`config.mk`:
```
export PLATFORM = sky130hd
export DESIGN_NAME = fetch_stage
export DESIGN_NICKNAME = d
export VERILOG_FILES = /design/src/rtl/fetch_stage.sv
export SDC_FILE = /design/constraint.sdc
export NUM_CORES = 1
export LEC_CHECK = 0
export CAP_MARGIN = 25
export CORE_ASPECT_RATIO = 1.5
export CORE_MARGIN = 3
export CORE_UTILIZATION = 49
export CTS_BUF_LIST = sky130_fd_sc_hd__clkbuf_4
export DETAILED_ROUTE_END_ITERATION = 7
export GPL_TIMING_DRIVEN = 0
export MAX_ROUTING_LAYER = met4
export PLACE_DENSITY = 0.87
export REMOVE_ABC_BUFFERS = 1
export SYNTH_ARGS = -nofsm -noshare
export SYNTH_HDL_FRONTEND = slang
export SYNTH_SLANG_ARGS = --single-unit
```
`constraint.sdc`:
```
create_clock -name CLK -period 7.28 [get_ports CLK]
set_clock_uncertainty 0.2 [all_clocks]
set_input_delay 1.456 -clock CLK [delete_from_list [all_inputs] [get_ports CLK]]
set_output_delay 1.456 -clock CLK [all_outputs]
set_load 0.03 [all_outputs]
```
`src/rtl/fetch_stage.sv`:
```
// Instruction-fetch stage: owns the PC, drives the instruction-memory address
// and builds the IF/ID pipeline register consumed by decode.
module fetch_stage #(
  parameter int unsigned    AWL      = 6,
  parameter int unsigned    DWL      = 32,
  parameter int unsigned    DEPTH    = 2**AWL,
  parameter logic [DWL-1:0] RESET_PC = '0
) (
  input  logic           CLK,
  input  logic           RST,
  input  logic           StallF,
  input  logic           StallD,
  input  logic           FlushD,
  input  logic           PCSelD,
  input  logic [DWL-1:0] PCBranchD,
  input  logic           JumpD,
  input  logic [DWL-1:0] PCJumpD,
  output logic [AWL-1:0] IMA,
  input  logic [DWL-1:0] IMRD,
  input  logic           IMReady,
  output logic [DWL-1:0] PCF,
  output logic [DWL-1:0] InstrD,
  output logic [DWL-1:0] PCp1D,
  output logic           ValidD,
  output logic [DWL-1:0] FetchCnt
);

  if (DEPTH != 2**AWL) begin : g_depth_chk
    $error("fetch_stage: DEPTH must equal 2**AWL");
  end

  logic [DWL-1:0] pc_q, pc_d;
  logic [DWL-1:0] pcp1_f;
  logic [DWL-1:0] instr_q, instr_d;
  logic [DWL-1:0] pcp1_q, pcp1_d;
  logic           valid_q, valid_d;
  logic [DWL-1:0] cnt_q, cnt_d;
  logic           load_real;

  assign pcp1_f    = pc_q + 1'b1;
  // Upper PC bits alias into the memory; only the low AWL bits address it.
  assign IMA       = pc_q[AWL-1:0];
  assign load_real = !StallD && !FlushD && IMReady;

  always_comb begin
    pc_d = pc_q;
    if (StallF)       pc_d = pc_q;
    else if (JumpD)   pc_d = PCJumpD;
    else if (PCSelD)  pc_d = PCBranchD;
    else if (!IMReady) pc_d = pc_q;
    else              pc_d = pcp1_f;
  end

  always_comb begin
    instr_d = instr_q;
    pcp1_d  = pcp1_q;
    valid_d = valid_q;
    cnt_d   = cnt_q;
    if (!StallD) begin
      if (load_real) begin
        instr_d = IMRD;
        pcp1_d  = pcp1_f;
        valid_d = 1'b1;
        cnt_d   = cnt_q + 1'b1;
      end else begin
        // Flush and memory wait both insert a bubble.
        instr_d = '0;
        pcp1_d  = '0;
        valid_d = 1'b0;
      end
    end
  end

  always_ff @(posedge CLK or posedge RST) begin
    if (RST) begin
      pc_q    <= RESET_PC;
      instr_q <= '0;
      pcp1_q  <= '0;
      valid_q <= 1'b0;
      cnt_q   <= '0;
    end else begin
      pc_q    <= pc_d;
      instr_q <= instr_d;
      pcp1_q  <= pcp1_d;
      valid_q <= valid_d;
      cnt_q   <= cnt_d;
    end
  end

  assign PCF      = pc_q;
  assign InstrD   = instr_q;
  assign PCp1D    = pcp1_q;
  assign ValidD   = valid_q;
  assign FetchCnt = cnt_q;

endmodule

```
# Word level (Yosys, flattened, before mapping)
# Index checks and enable logic that the tools add are counted.
# word_totals
regBits,129
inputBits,104
output_inout_bits,135
elab_cells,22
# op_classes
addsub,2
mux,6
bitwise_logic,2
reduce_logical,7
# op_table
operator,n
2-to-1 mux 32 bit,5
"adder 32 x 1 -> 32 bit, second input constant",2
AND reduction 2 bit,2
nonzero test 3 bit,1
logical AND 1 bit,2
logical NOT 1 bit,2
inverter 1 bit,2
2-to-1 mux 1 bit,1

# Longest topological paths before layout
# Gate-level depths: netlist (run 1).
# logic_depth
word_depth,4
mapped_depth,7
ltp_nobuf,6

# Worst setup path after synthesis (run 1)
# Ideal clock, no wire load.
# synth_path
kind,input port to flip-flop
startpoint,input port StallD
endpoint,"register cnt_q[31], in the netlist FetchCnt[31]"
setup_time_ns,0.133
t_arrival_ns,2.881
t_required_ns,6.947
path_slack_ns,4.067
path_stages,6
n_path_buf,1
cell_sequence,or3b_4 > nor4_4 > and4_1 > buf_2 > nand4_1 > xnor2_1
# synth_between
elab_chain_len,4
word_cells_on_any_way,5
cone_classes,1 x bitwise; 4 x reduce/logical
# synth_rtl
item,line_no,rtl
"start, declared",12,"input logic StallD,"
logical NOT 1 bit,-,
logical AND 1 bit (2 in a row),43,assign load_real = !StallD && !FlushD && IMReady;
AND reduction 2 bit (no source line) (*),-,
"end signal, assigned",86,cnt_q <= cnt_d;
"end, declared",37,"logic [DWL-1:0] cnt_q, cnt_d;"
# Mark *: on every way between the ends. The rest lies on a longest branch, timed or not.
# A chain may end at the register's enable or synchronous reset.

# Worst setup path in the final report (run 1)
# layout_path
startpoint,input port PCSelD
endpoint,"register pc_q[12], in the netlist PCF[12]"
# layout_between
elab_chain_len,2
word_cells_on_any_way,4
cone_classes,2 x mux; 2 x reduce/logical
# layout_rtl
item,line_no,rtl
"start, declared",14,"input logic PCSelD,"
nonzero test 3 bit (no source line) or 2-to-1 mux 32 bit (tied branches),-,
AND reduction 2 bit (no source line) or 2-to-1 mux 32 bit (tied branches),-,
"end signal, assigned",82,pc_q <= pc_d;
"end, declared",32,"logic [DWL-1:0] pc_q, pc_d;"
# Several ways; a longest one is shown, not always the timed one.

==> flow_summary.ini, run 1 <==
[sta]
setup_viol = 0
layout_setup_ws_ns = 2.79
maxSlewViolCount = 0
min_period_over_period = 0.617
timing.fmax_ghz = 0.223
fin_crit_ns = 4.49
rsz0062_at_grt = false
relSlewSlack = 0.293
worst_slew_pin_slew_ns = 1.06
hold_viol_final = 0

[place]
dp.cells = 990
io_buffers = 238
dp_hpwl_mm = 15.0
globalplace.congestion = 0.907
place_worst_setup_slack_ns = 2.32

[die]
dieWidth_um = 98.7
row_count = 50
ioPinCount = 239
start_util = 0.502
dieArea_um2 = 14300
core_area_um2 = 12600
die_height_um = 145

[power_and_ir_drop]
p_sw_frac = 0.335
power.share.clock = 0.292
irDropWorstVdd_v = 0.000122
p_int_mw = 1.33
switchingPower_uw = 668
p_seq_frac = 0.434
comb_power_share = 0.274
power_density_nw_per_um2 = 217
p_leak_nw = 3.82

[route]
first_pass_iters = 7
dr.first_iter.drc_count = 361
drtAntennaViolNets = 0
wl_met3_mm = 1.52
drc_errors = 0
avgRoutedWirePerCell_um = 20.0
wl_met2_mm = 10.8
met1_length_mm = 7.33
vias = 6017
via_per_inst = 5.89
routed_wl_mm = 20.4
top_layer_used = met4

[synth]
synth.distinct_cells = 50
yosysSeqAreaShare = 0.511
ys.flop_type = dfrtp_1
synth-async-reset-ratio = 1.00
synth_seq_cells = 129
synth.avg_cell_area_um2 = 9.99
syn-instance-count = 632
synth-edff-count = 0
syn_area_um2 = 6310
ys_warn_count = 0

[clock_tree]
cts.sinks = 129
root_buffer = clkbuf_4
tritoncts = done
worstSkewPairLatency_ns = 0.54
cts_hold_buf = 0
numCtsBuffers = 17
clk_pin_slew_ns = 0.11
postCtsSetupBuffers = 0
cts-resized-gates = 0
cts_buffer_depth = 2
htreeDepth = 4

[worst_hold_path]
hold_path_depth = 1
min_path_type = reg -> reg
min_from = FetchCnt[31]$_DFFE_PP0P_
hold_end = FetchCnt[31]$_DFFE_PP0P_

[layout]
drive_gt1_frac = 0.0566
area_delta_synth_final_pct = 45.8
layout_common_cells = 237 x clkdlybuf4s50_1, 129 x dfrtp_1, 60 x nand2_1, 48 x xnor2_1, 47 x o21ai_0
finalNetCount = 959
fin_cells = 1022
final_common_cell = clkdlybuf4s50_1
n_antenna_cell = 0

[global_routing]
grt_max_degree = 100
grt_overflow_total = 0
grt_util_all_layers = 0.295
antenna_found_initial = 0
grt_pass1_wl_mm = 32.9
grt_pass1_vias = 6245

[setup_path]
worst_setup_path_end_kind = flop
max_stage_delay_ns = 0.99
r2r_slack_ns = 4.57
cp_slowest_cell = nor2_1
crit_type = in -> reg
r2r_cells = 5
worstPathRequired_ns = 7.51
startpoint_type = primary input
cp_max_fo = 31
rr_startpoint = PCF[2]$_DFFE_PP0P_
crit_path_cell_trace = clkdlybuf4s50_1 -> nor2_1 -> a21o_1 -> buf_16 -> nor2_1 -> a221o_1
critPathArrivalTime_ns = 4.72
cpMostUsedCell = nor2_1
worstReg2RegEnd = PCF[31]$_DFFE_PP0P_

[status]
status = finished, final reports clean

[run]
maxCapViolCount = 0
worst max path at each step:
stage / start / end / slack (ns)
6_report: PCSelD / PCF[12]$_DFFE_PP0P_ / 2.79
3_3_place_gp: StallD / PCp1D[19]$_DFFE_PP0N_ / -1.15
3_5_place_dp: PCSelD / PCF[9]$_DFFE_PP0P_ / 2.32
4_1_cts: PCSelD / PCF[9]$_DFFE_PP0P_ / 2.94
5_1_grt: PCSelD / PCF[9]$_DFFE_PP0P_ / 2.73
2_1_floorplan: RST / FetchCnt[0]$_DFFE_PP0P_ / 2.18
layout make-up:
cell class              instances  area [µm²]
fillers                       869        3370
multi-input cells             439        2820
clock inverters                15         215
clock buffers                  17         128
repair buffers                247        2540
flip-flops and latches        129        3230
inverters                      19        76.3
well taps                     156         195
through the flow:
stage                     hold slack [ns]   util  instance area (µm²)  setup TNS (ns)  power (mW)
after CTS                           0.282  0.732                 9210               0        2.00
after detailed placement            0.266  0.705                 8860               0        1.42
after global routing                0.322  0.732                 9210               0        2.08
after floorplan                     0.452      -                 6110               0        1.14
final                               0.279  0.732                 9210               0        1.99
after global placement              0.260  0.691                 8690          -38.90        1.40
logic make-up (layout without fill, tap and decap cells):
family	Yosys count	after routing	share of synthesized area
AO/OA/AOI/OAI	184	184	0.196
XOR/XNOR	60	60	0.0832
adder cells (fa/ha/maj)	2	2	0.00396
buffers and inverters	64	298	0.0428
flip-flops	129	129	0.511
multiplexers	3	3	0.00476
AND/OR/NAND/NOR	190	190	0.158
power groups by stage:
| stage | Sequential [mW] | Combinational [mW] | Clock [mW] |
|---|---|---|---|
| detailed placement | 0.876 | 0.545 | 0 |
| floorplan | 0.994 | 0.144 | 0 |
| CTS | 0.864 | 0.548 | 0.593 |
| global route | 0.876 | 0.576 | 0.629 |
| global placement | 0.871 | 0.524 | 0 |
| finish | 0.866 | 0.546 | 0.582 |
flip-flops by register name, indices dropped and copies added, names as in the netlist:
signal	cells
InstrD	32
PCF	32
ValidD	1
FetchCnt	32
PCp1D	32
worst max-delay path, delay by kind of cell:
kind,cells,cell delay (ns)
buffers and inverters,2,1.21
and+or+nand+nor,2,1.14
AOI/OAI and AO/OA,2,0.89
cell usage after synthesis (3+ instances only):
| cell type | count | share of area |
|---|---|---|
| a21oi_1 | 38 | 0.030 |
| a221o_1 | 3 | 0.0048 |
| a22o_1 | 40 | 0.055 |
| a22oi_1 | 11 | 0.013 |
| a31oi_1 | 3 | 0.0030 |
| and2_1 | 3 | 0.0030 |
| and3_1 | 13 | 0.013 |
| and4_1 | 6 | 0.0083 |
| buf_2 | 4 | 0.0032 |
| buf_4 | 6 | 0.0071 |
| clkbuf_1 | 33 | 0.020 |
| dfrtp_1 | 129 | 0.51 |
| inv_1 | 19 | 0.011 |
| mux2i_1 | 3 | 0.0048 |
| nand2_1 | 60 | 0.036 |
| nand3_1 | 33 | 0.026 |
| nand4_1 | 25 | 0.025 |
| nor2_1 | 27 | 0.016 |
| nor3_1 | 7 | 0.0055 |
| nor4_1 | 3 | 0.0030 |
| nor4_4 | 3 | 0.010 |
| o21a_1 | 3 | 0.0036 |
| o21ai_0 | 47 | 0.037 |
| o22ai_1 | 12 | 0.012 |
| o31a_1 | 9 | 0.012 |
| xnor2_1 | 48 | 0.067 |
| xor2_1 | 12 | 0.017 |
layer usage:
metal,up-vias,track usage
li1,2743,-
met1,2881,0.333
met2,327,0.502
met3,66,0.0606
met4,0,0.131
met5,-,-
(Power assumes the default switching activity.)
==> inputs of run 2 (changes only) <==
CORE_UTILIZATION = 46   (was 49)
PLACE_DENSITY = 0.82   (was 0.87)
clock period = 4.7 ns   (was 7.28 ns; I/O delays follow)
==> run 2 against run 1 <==
Effect of this change: clock power up 46%; routed wire length down 0.95%; critical path depth unchanged; final area down 0.31%; sequential share of layout area up 0.11 points; largest cell class unchanged; highest routed layer unchanged; non-clock buffer count down 1; combinational power up 54%; flip-flop and latch count unchanged; worst hold slack better by 0.019 ns; critical path type unchanged.
==> flow_summary.ini, run 2 (synthesized netlist as in run 1, its figures left out) <==
[clock_tree]
clk_pin_slew_ns = 0.12
cts-resized-gates = 0
postCtsSetupBuffers = 0
cts_hold_buf = 0
htreeDepth = 4
cts_buffer_depth = 2
tritoncts = done
root_buffer = clkbuf_4
worstSkewPairLatency_ns = 0.53
numCtsBuffers = 17
cts.sinks = 129

[route]
avgRoutedWirePerCell_um = 19.7
via_per_inst = 5.92
drtAntennaViolNets = 0
dr.first_iter.drc_count = 444
routed_wl_mm = 20.2
drc_errors = 0
vias = 6058
first_pass_iters = 5

[sta]
relSlewSlack = 0.304
layout_setup_ws_ns = 0.666
maxSlewViolCount = 0
timing.fmax_ghz = 0.248
min_period_over_period = 0.858
tns_ns = 0
worst_slew_pin_slew_ns = 1.04
setup_viol = 0
hold_viol_final = 0
fin_crit_ns = 4.03
rsz0062_at_grt = false

[power_and_ir_drop]
power_density_nw_per_um2 = 331
irDropWorstVdd_v = 0.000195
p_leak_nw = 3.80

[die]
row_count = 51
dieArea_um2 = 15200
ioPinCount = 239
core_area_um2 = 13200
start_util = 0.478
die_height_um = 149
dieWidth_um = 102

[global_routing]
grt_overflow_total = 0
gr-usage-met1 = 0.320
antenna_found_initial = 1
met3_usage = 0.0494
grt_max_degree = 76
grt_busiest_layer = met2
grt_pass1_wl_mm = 32.3
grt_use_met2 = 0.472
grt_pass1_vias = 6355
grt_util_all_layers = 0.279

[setup_path]
critPathArrivalTime_ns = 4.25
startpoint_type = primary input
crit_start = PCSelD
rr_startpoint = PCF[2]$_DFFE_PP0P_
cp_max_fo = 30
worst_setup_path_end_kind = flop
worstPathRequired_ns = 4.92
crit_type = in -> reg

[layout]
finalNetCount = 958
final_common_cell = clkdlybuf4s50_1
area_delta_synth_final_pct = 45.4
fin_cells = 1024
drive_gt1_frac = 0.0567
post-route-util = 0.695
stdcell_area_um2 = 9180
layout_common_cells = 237 x clkdlybuf4s50_1, 129 x dfrtp_1, 60 x nand2_1, 48 x xnor2_1, 47 x o21ai_0

[status]
status = finished, final reports clean

[place]
globalplace.congestion = 0.908
dp.cells = 992
io_buffers = 238
place_worst_setup_slack_ns = 0.234
dpl-instance-area_um2 = 8860
dp_hpwl_mm = 14.9

[run]
maxCapViolCount = 0

[worst_hold_path]
min_path_type = reg -> reg
min_from = PCp1D[19]$_DFFE_PP0N_
run 2: changes by cell type in the layout (fill, tap and decap cells not counted):
cell,delta
clkinv_1,-2
clkinv_4,+2
inv_6,-1
clkinv_2,+1
bufinv_16,-1
diode_2,+1
buf_6,-1
run 2: critical path, cell delays in order:
cell	delay [ns]
clkdlybuf4s50_1	0.96
nor2_1	1.00
a21o_1	0.61
buf_16	0.26
nor2_1	0.15
a221o_1	0.31
run 2: layout make-up:
class,count,area [µm²]
diodes,1,2.50
well taps,159,199
clock inverters,14,191
fillers,995,4030
multi-input cells,439,2820
inverters,19,76.3
repair buffers,246,2530
clock buffers,17,128
flip-flops and latches,129,3230
run 2: where the power goes:
part	internal, mW	switching [mW]
Combinational	0.378	0.464
Clock	0.418	0.432
Sequential	1.21	0.138
run 2: worst paths after layout:
check / to / cells past startpoint / slack, ns
max: PCF[12]$_DFFE_PP0P_ / 6 / 0.67
min: PCp1D[19]$_DFFE_PP0N_ / 2 / 0.30
max reg2reg: PCF[31]$_DFFE_PP0P_ / 5 / 2.05
min reg2reg: PCp1D[19]$_DFFE_PP0N_ / 2 / 0.30
max in group asynchronous: PCp1D[31]$_DFFE_PP0N_ / 3 / 2.93
min in group asynchronous: InstrD[5]$_DFFE_PP0N_ / 2 / 0.61
run 2: routing by layer:
layer,wire [µm],vias up,share of wire
li1,-,2747,-
met1,7520,2885,0.37
met2,10400,359,0.52
met3,1430,67,0.071
met4,834,0,0.041
met5,0,-,0
run 2: metrics by stage:
stage               power, mW  hold slack (ns)
floorplan                1.76            0.452
global placement         2.16            0.262
detailed placement       2.20            0.265
CTS                      3.05            0.303
global route             3.17            0.303
finish                   3.04            0.298
==> patch 1: new RTL, settings of run 2 <==
Change the parameter `DWL` from 32 to 64.
--- a/src/rtl/fetch_stage.sv
+++ b/src/rtl/fetch_stage.sv
@@ -4,3 +4,3 @@
   parameter int unsigned    AWL      = 6,
-  parameter int unsigned    DWL      = 32,
+  parameter int unsigned    DWL      = 64,
   parameter int unsigned    DEPTH    = 2**AWL,
Ports: changed (7 resized); port bits go from 239 to 463. The function was not compared with the original's and may differ.
==> patch 1 against run 2 <==
Setup slack better by 0.61 ns. Sequential cell count up 128. Area after synthesis is 100% higher. Highest routed layer unchanged. Power is 100% higher. Synthesized cell count is 100% higher. Critical path type unchanged. Final area rose by 100%. Wire length up 150%. Combinational power rose by 84%. Critical endpoint is now PCF[36]. Critical path depth rose by 2.
==> patch 1: results (changes against run 2) <==
stage	metric	value	unit	change
timing	slew_headroom	30.5	%	was 30.4%
synthesis	yosys-top-cells-count	257 x dfrtp_1, 135 x nand2_1, 99 x o21ai_0		was 129 x dfrtp_1, 60 x nand2_1, 48 x xnor2_1
critical_path	reg2regPathDepth	6		was 5
synthesis	synth_area_leaders	dfrtp_1 50%, xnor2_1 5.8%, a22o_1 5.6%		was dfrtp_1 51%, xnor2_1 6.7%, a22o_1 5.5%
critical_path	cp_data_arrival_time	3.76	ns	was 4.25 ns
clock_network	post_cts_resized	0		unchanged
finish	fin_nets	1934		was 958
clock_network	clockBufferDepth	3		was 2
synthesis	synthFlopType	dfrtp_1		unchanged
pwr	p_leak	7.71	nW	was 3.80 nW
routing	dr.first_iter.drc_count	762		was 444
clock_network	clk_pin_slew	0.07	ns	was 0.12 ns
place	place_inst	2006		was 992
place	portBuffers	462		was 238
pwr	ir_drop	0.000239	V	was 0.000195 V
synthesis	synth_seq_area_share	49.8	%	was 51.1%
routing	first_pass_iters	5		unchanged
routing	vias	12600		was 6,058
hold_path	holdPathStages	1		was 2
synthesis	yosys_warnings	0		unchanged
clock_network	cts_setup_buffers	0		unchanged
place	gp_congestion	0.963		was 0.908
place	dp_slack	0.599	ns	was 0.234 ns
routing	ant_nets	0		unchanged
clock_network	clock_latency	0.68	ns	was 0.53 ns
place	placed_cell_area	17800	sq um	was 8860 sq um
clock_network	hold_buffers	0		unchanged
routing	wl	49.8	mm	was 20.2 mm
synthesis	synth_cell_types	74		was 50
finish	layout-drive-gt1-share	9.11	%	was 5.67%
hold_path	min_path_type	flip-flop to flip-flop		unchanged
global_route	grt_max_degree	93		was 76
global_route	grt_util_all_layers	33.1	%	was 27.9%
place	dpl.hpwl	37.0	mm	was 14.9 mm
global_route	grt_pass1_wl	74.8	mm	was 32.3 mm
critical_path	crit_fanout	88		was 30
synthesis	syn_avg_cell_area	10.1	sq um	was 9.99 sq um
pwr	swShare	33.3	%	was 34.1%
synthesis	async_flop_share	100	%	unchanged
clock_network	cts_max_level	3		was 4
synthesis	synth_edf_count	0		unchanged
global_route	antenna_found_initial	7		was 1
finish	fin_cells	2117		was 1,024
run_status	status	complete, no violations		unchanged
clock_network	numCtsBuffers	66		was 17
[patch 1: cell count changes after synthesis, sizes merged, moves of 33 or more]
cell	run 2	this run
a21oi	38	71
a22o	40	83
clkbuf	35	69
dfrtp	129	257
nand2	60	138
nor2	27	70
o21ai	47	104
xnor2	48	86
[patch 1: cell type report]
type,instances,area (sq um)
antenna,7,17.5
clock buffer,92,691
clock inverter,12,97.6
inverter,20,82.6
multi-input combinational,912,5980
fill,2143,8760
timing repair buffer,475,4920
tap,342,428
sequential,257,6430
[patch 1: worst paths after layout]
path / start / end / slack [ns]
min reg2reg: FetchCnt[63] / FetchCnt[63] / 0.28
max reg2reg: PCF[9] / PCp1D[59] / 1.39
max: JumpD / PCF[36] / 1.28
min in group asynchronous: RST / InstrD[9] / 0.58
min: FetchCnt[63] / FetchCnt[63] / 0.28
max in group asynchronous: RST / PCF[1] / 2.83
[patch 1: layer usage]
metal	share of wire, %	up-vias	global-route usage (%)
met2	50	724	56.0
met3	10	156	10.1
met1	33	6128	33.2
li1	-	5609	-
met4	6.2	0	19.8
met5	0	-	-
[patch 1: power by group through the flow]
stage               combinational [mW]  sequential, mW  clock, mW
global placement                  1.50            2.65          0
floorplan                        0.405            2.96          0
finish                            1.55            2.63       1.92
detailed placement                1.55            2.66          0
CTS                               1.55            2.62       1.96
global route                      1.63            2.65       2.08
[patch 1: worst max-delay path, stage by stage]
cell and delay [ns]:
buf_4 0.77, or2_2 0.50, nor2_1 0.14, or2_4 0.32
buf_16 0.21, a211oi_1 0.34, a21oi_1 0.13, o221a_2 0.27
[patch 1: logic make-up after synthesis]
family / after synthesis / share of synthesized area, %
fa+ha+maj: 2 / 0.194
simple gates: 397 / 16.7
flops: 257 / 49.8
compound gates: 381 / 20.1
xor+xnor: 125 / 8.48
buf+inv: 110 / 4.15
mux: 7 / 0.542
==> patch 2: new RTL, config.mk and constraints of run 2 <==
Made on the original files. Put one more register stage on the output `FetchCnt`, cleared by the reset. The value now appears one clock later. The other outputs are not delayed to match.
--- a/src/rtl/fetch_stage.sv
+++ b/src/rtl/fetch_stage.sv
@@ -93,3 +93,9 @@
   assign ValidD   = valid_q;
-  assign FetchCnt = cnt_q;
+  always_ff @(posedge CLK or posedge RST) begin
+    if (RST) begin
+      FetchCnt <= '0;
+    end else begin
+      FetchCnt <= cnt_q;
+    end
+  end
 
Function: changed (Yosys sat finds a counterexample within 4 cycles, from zero or initial values and one cycle with RST high).
==> patch 2 against run 2 <==
Final area up 11%. Setup slack better by 0.29 ns. Non-clock buffer count up 4. Power up 11%. Critical path depth is 2 higher. Highest routed layer unchanged. Sequential power rose by 23%. Register-to-register slack got worse by 0.37 ns. Wire length rose by 3.5%. Hold slack got worse by 0.069 ns. Area after synthesis grew 14%. Combinational power increased by 1%. Fmax rose by 7.8%. Count of clock-buffer cells in the layout is the same. Critical path type unchanged. Sequential cell count grew 32.
==> patch 2: results (changes against run 2) <==
stage	metric	value	unit	change
run_status	status	complete, no violations		unchanged
global_route	grt_pass1_vias	6208		was 6,355
place	place_inst	1057		was 992
finish	fin_nets	984		was 958
finish	nFillCells	1166		was 995
routing	viasPerCell	5.54		was 5.92
timing	slew_headroom	28.7	%	was 30.4%
critical_path	max_stage_delay	0.83	ns	was 1.00 ns
critical_path	crit_slowest_cell	clkdlybuf4s50_1		was nor2_1
clock_network	clk_pin_slew	0.17	ns	was 0.12 ns
job	maxCapViolations	0		unchanged
synthesis	async_flop_share	100	%	unchanged
synthesis	synth_seq_area_share	55.9	%	was 51.1%
critical_path	cp_data_arrival_time	4.06	ns	was 4.25 ns
place	dp_slack	0.327	ns	was 0.234 ns
critical_path	r2r-start	PCF[2]		unchanged
critical_path	crit_fanout	23		was 30
critical_path	critical_path.startpoint	JumpD		was PCSelD
synthesis	syn_inst	656		was 632
clock_network	cts_max_level	4		unchanged
synthesis	yosys-top-cells-count	161 x dfrtp_1, 65 x nand2_1, 46 x a22o_1		was 129 x dfrtp_1, 60 x nand2_1, 48 x xnor2_1
clock_network	clockBufferDepth	2		unchanged
synthesis	synth_cell_types	64		was 50
clock_network	cts_setup_buffers	0		unchanged
place	dpl.hpwl	15.4	mm	was 14.9 mm
critical_path	r2r_slack	1.68	ns	was 2.05 ns
clock_network	clock_latency	0.56	ns	was 0.53 ns
place	gp_congestion	0.817		was 0.908
pwr	ir_drop	0.000181	V	was 0.000195 V
pwr	p_leak	4.30	nW	was 3.80 nW
timing	fmax	0.267	GHz	was 0.248 GHz
synthesis	synth_area_leaders	dfrtp_1 56%, a22o_1 5.6%, xnor2_1 5.2%		was dfrtp_1 51%, xnor2_1 6.7%, a22o_1 5.5%
critical_path	cp-endpoint	PCF[22]		was PCF[12]
finish	layout-drive-gt1-share	7.52	%	was 5.67%
clock_network	numCtsBuffers	17		unchanged
critical_path	r2r_end	PCp1D[31]		was PCF[31]
global_route	grt_util_all_layers	25.4	%	was 27.9%
routing	wl	20.9	mm	was 20.2 mm
pwr	netSwitchingPower	1.19	mW	was 1.03 mW
global_route	grt_pass1_wl	33.6	mm	was 32.3 mm
routing	vias	6044		was 6,058
[patch 2: worst max-delay path, delay by kind of cell]
family / cells / cell delay [ns]
buf+inv: 3 / 1.43
simple gates: 3 / 0.79
compound gates: 2 / 0.87
[patch 2: kinds of logic after synthesis]
logic type | share of synthesized area [%]
AOI/OAI and AO/OA | 17.1
xor gates and xnor gates | 7.05
adders and majority gates | 0.347
buffers and inverters | 3.60
DFF | 55.9
muxes | 0.834
and+or+nand+nor | 15.2
[patch 2: metrics by stage]
stage	hold slack, ns	TNS, ns	instance area (sq um)	utilization [%]
after floorplan	0.173	-128.05	6990	-
after global placement	0.185	-761.62	9620	63.3
after detailed placement	0.199	0	9820	64.5
after CTS	0.233	0	10100	66.7
after global routing	0.243	0	10200	66.9
final	0.229	0	10200	66.9
[patch 2: final cells by class]
type / count / area [sq um] / share of cell area, %
sequential: 161 / 4030 / 39.6
inverter: 12 / 52.6 / 0.517
antenna: 1 / 2.50 / 0.0246
multi-input combinational: 436 / 2920 / 28.7
clock buffer: 17 / 128 / 1.25
timing repair buffer: 250 / 2590 / 25.5
tap: 199 / 249 / 2.45
clock inverter: 15 / 196 / 1.93
[patch 2: worst min path at each step]
| stage | depth (start not counted) | from | slack, ns | endpoint |
|---|---|---|---|---|
| 3_3_place_gp | 0 | cnt_q[31] | 0.19 | FetchCnt[31] |
| 3_5_place_dp | 0 | cnt_q[31] | 0.20 | FetchCnt[31] |
| 4_1_cts | 0 | cnt_q[31] | 0.23 | FetchCnt[31] |
| 2_1_floorplan | 0 | cnt_q[31] | 0.17 | FetchCnt[31] |
| 6_report | 0 | cnt_q[31] | 0.23 | FetchCnt[31] |
| 5_1_grt | 0 | cnt_q[31] | 0.24 | FetchCnt[31] |
[patch 2: power by group through the flow]
stage | sequential, mW | clock [mW] | combinational, mW
after floorplan | 1.85 | 0 | 0.229
after global placement | 1.67 | 0 | 0.825
after detailed placement | 1.67 | 0 | 0.855
after CTS | 1.65 | 0.896 | 0.858
after global routing | 1.67 | 0.950 | 0.911
final | 1.65 | 0.872 | 0.853
[patch 2: layer usage]
layer,routed length [um],track usage (%),vias up
li1,-,-,2828
met1,8200,30.8,2942
met2,10900,42.7,245
met3,1470,5.40,29
met4,357,7.35,0
met5,0,-,-
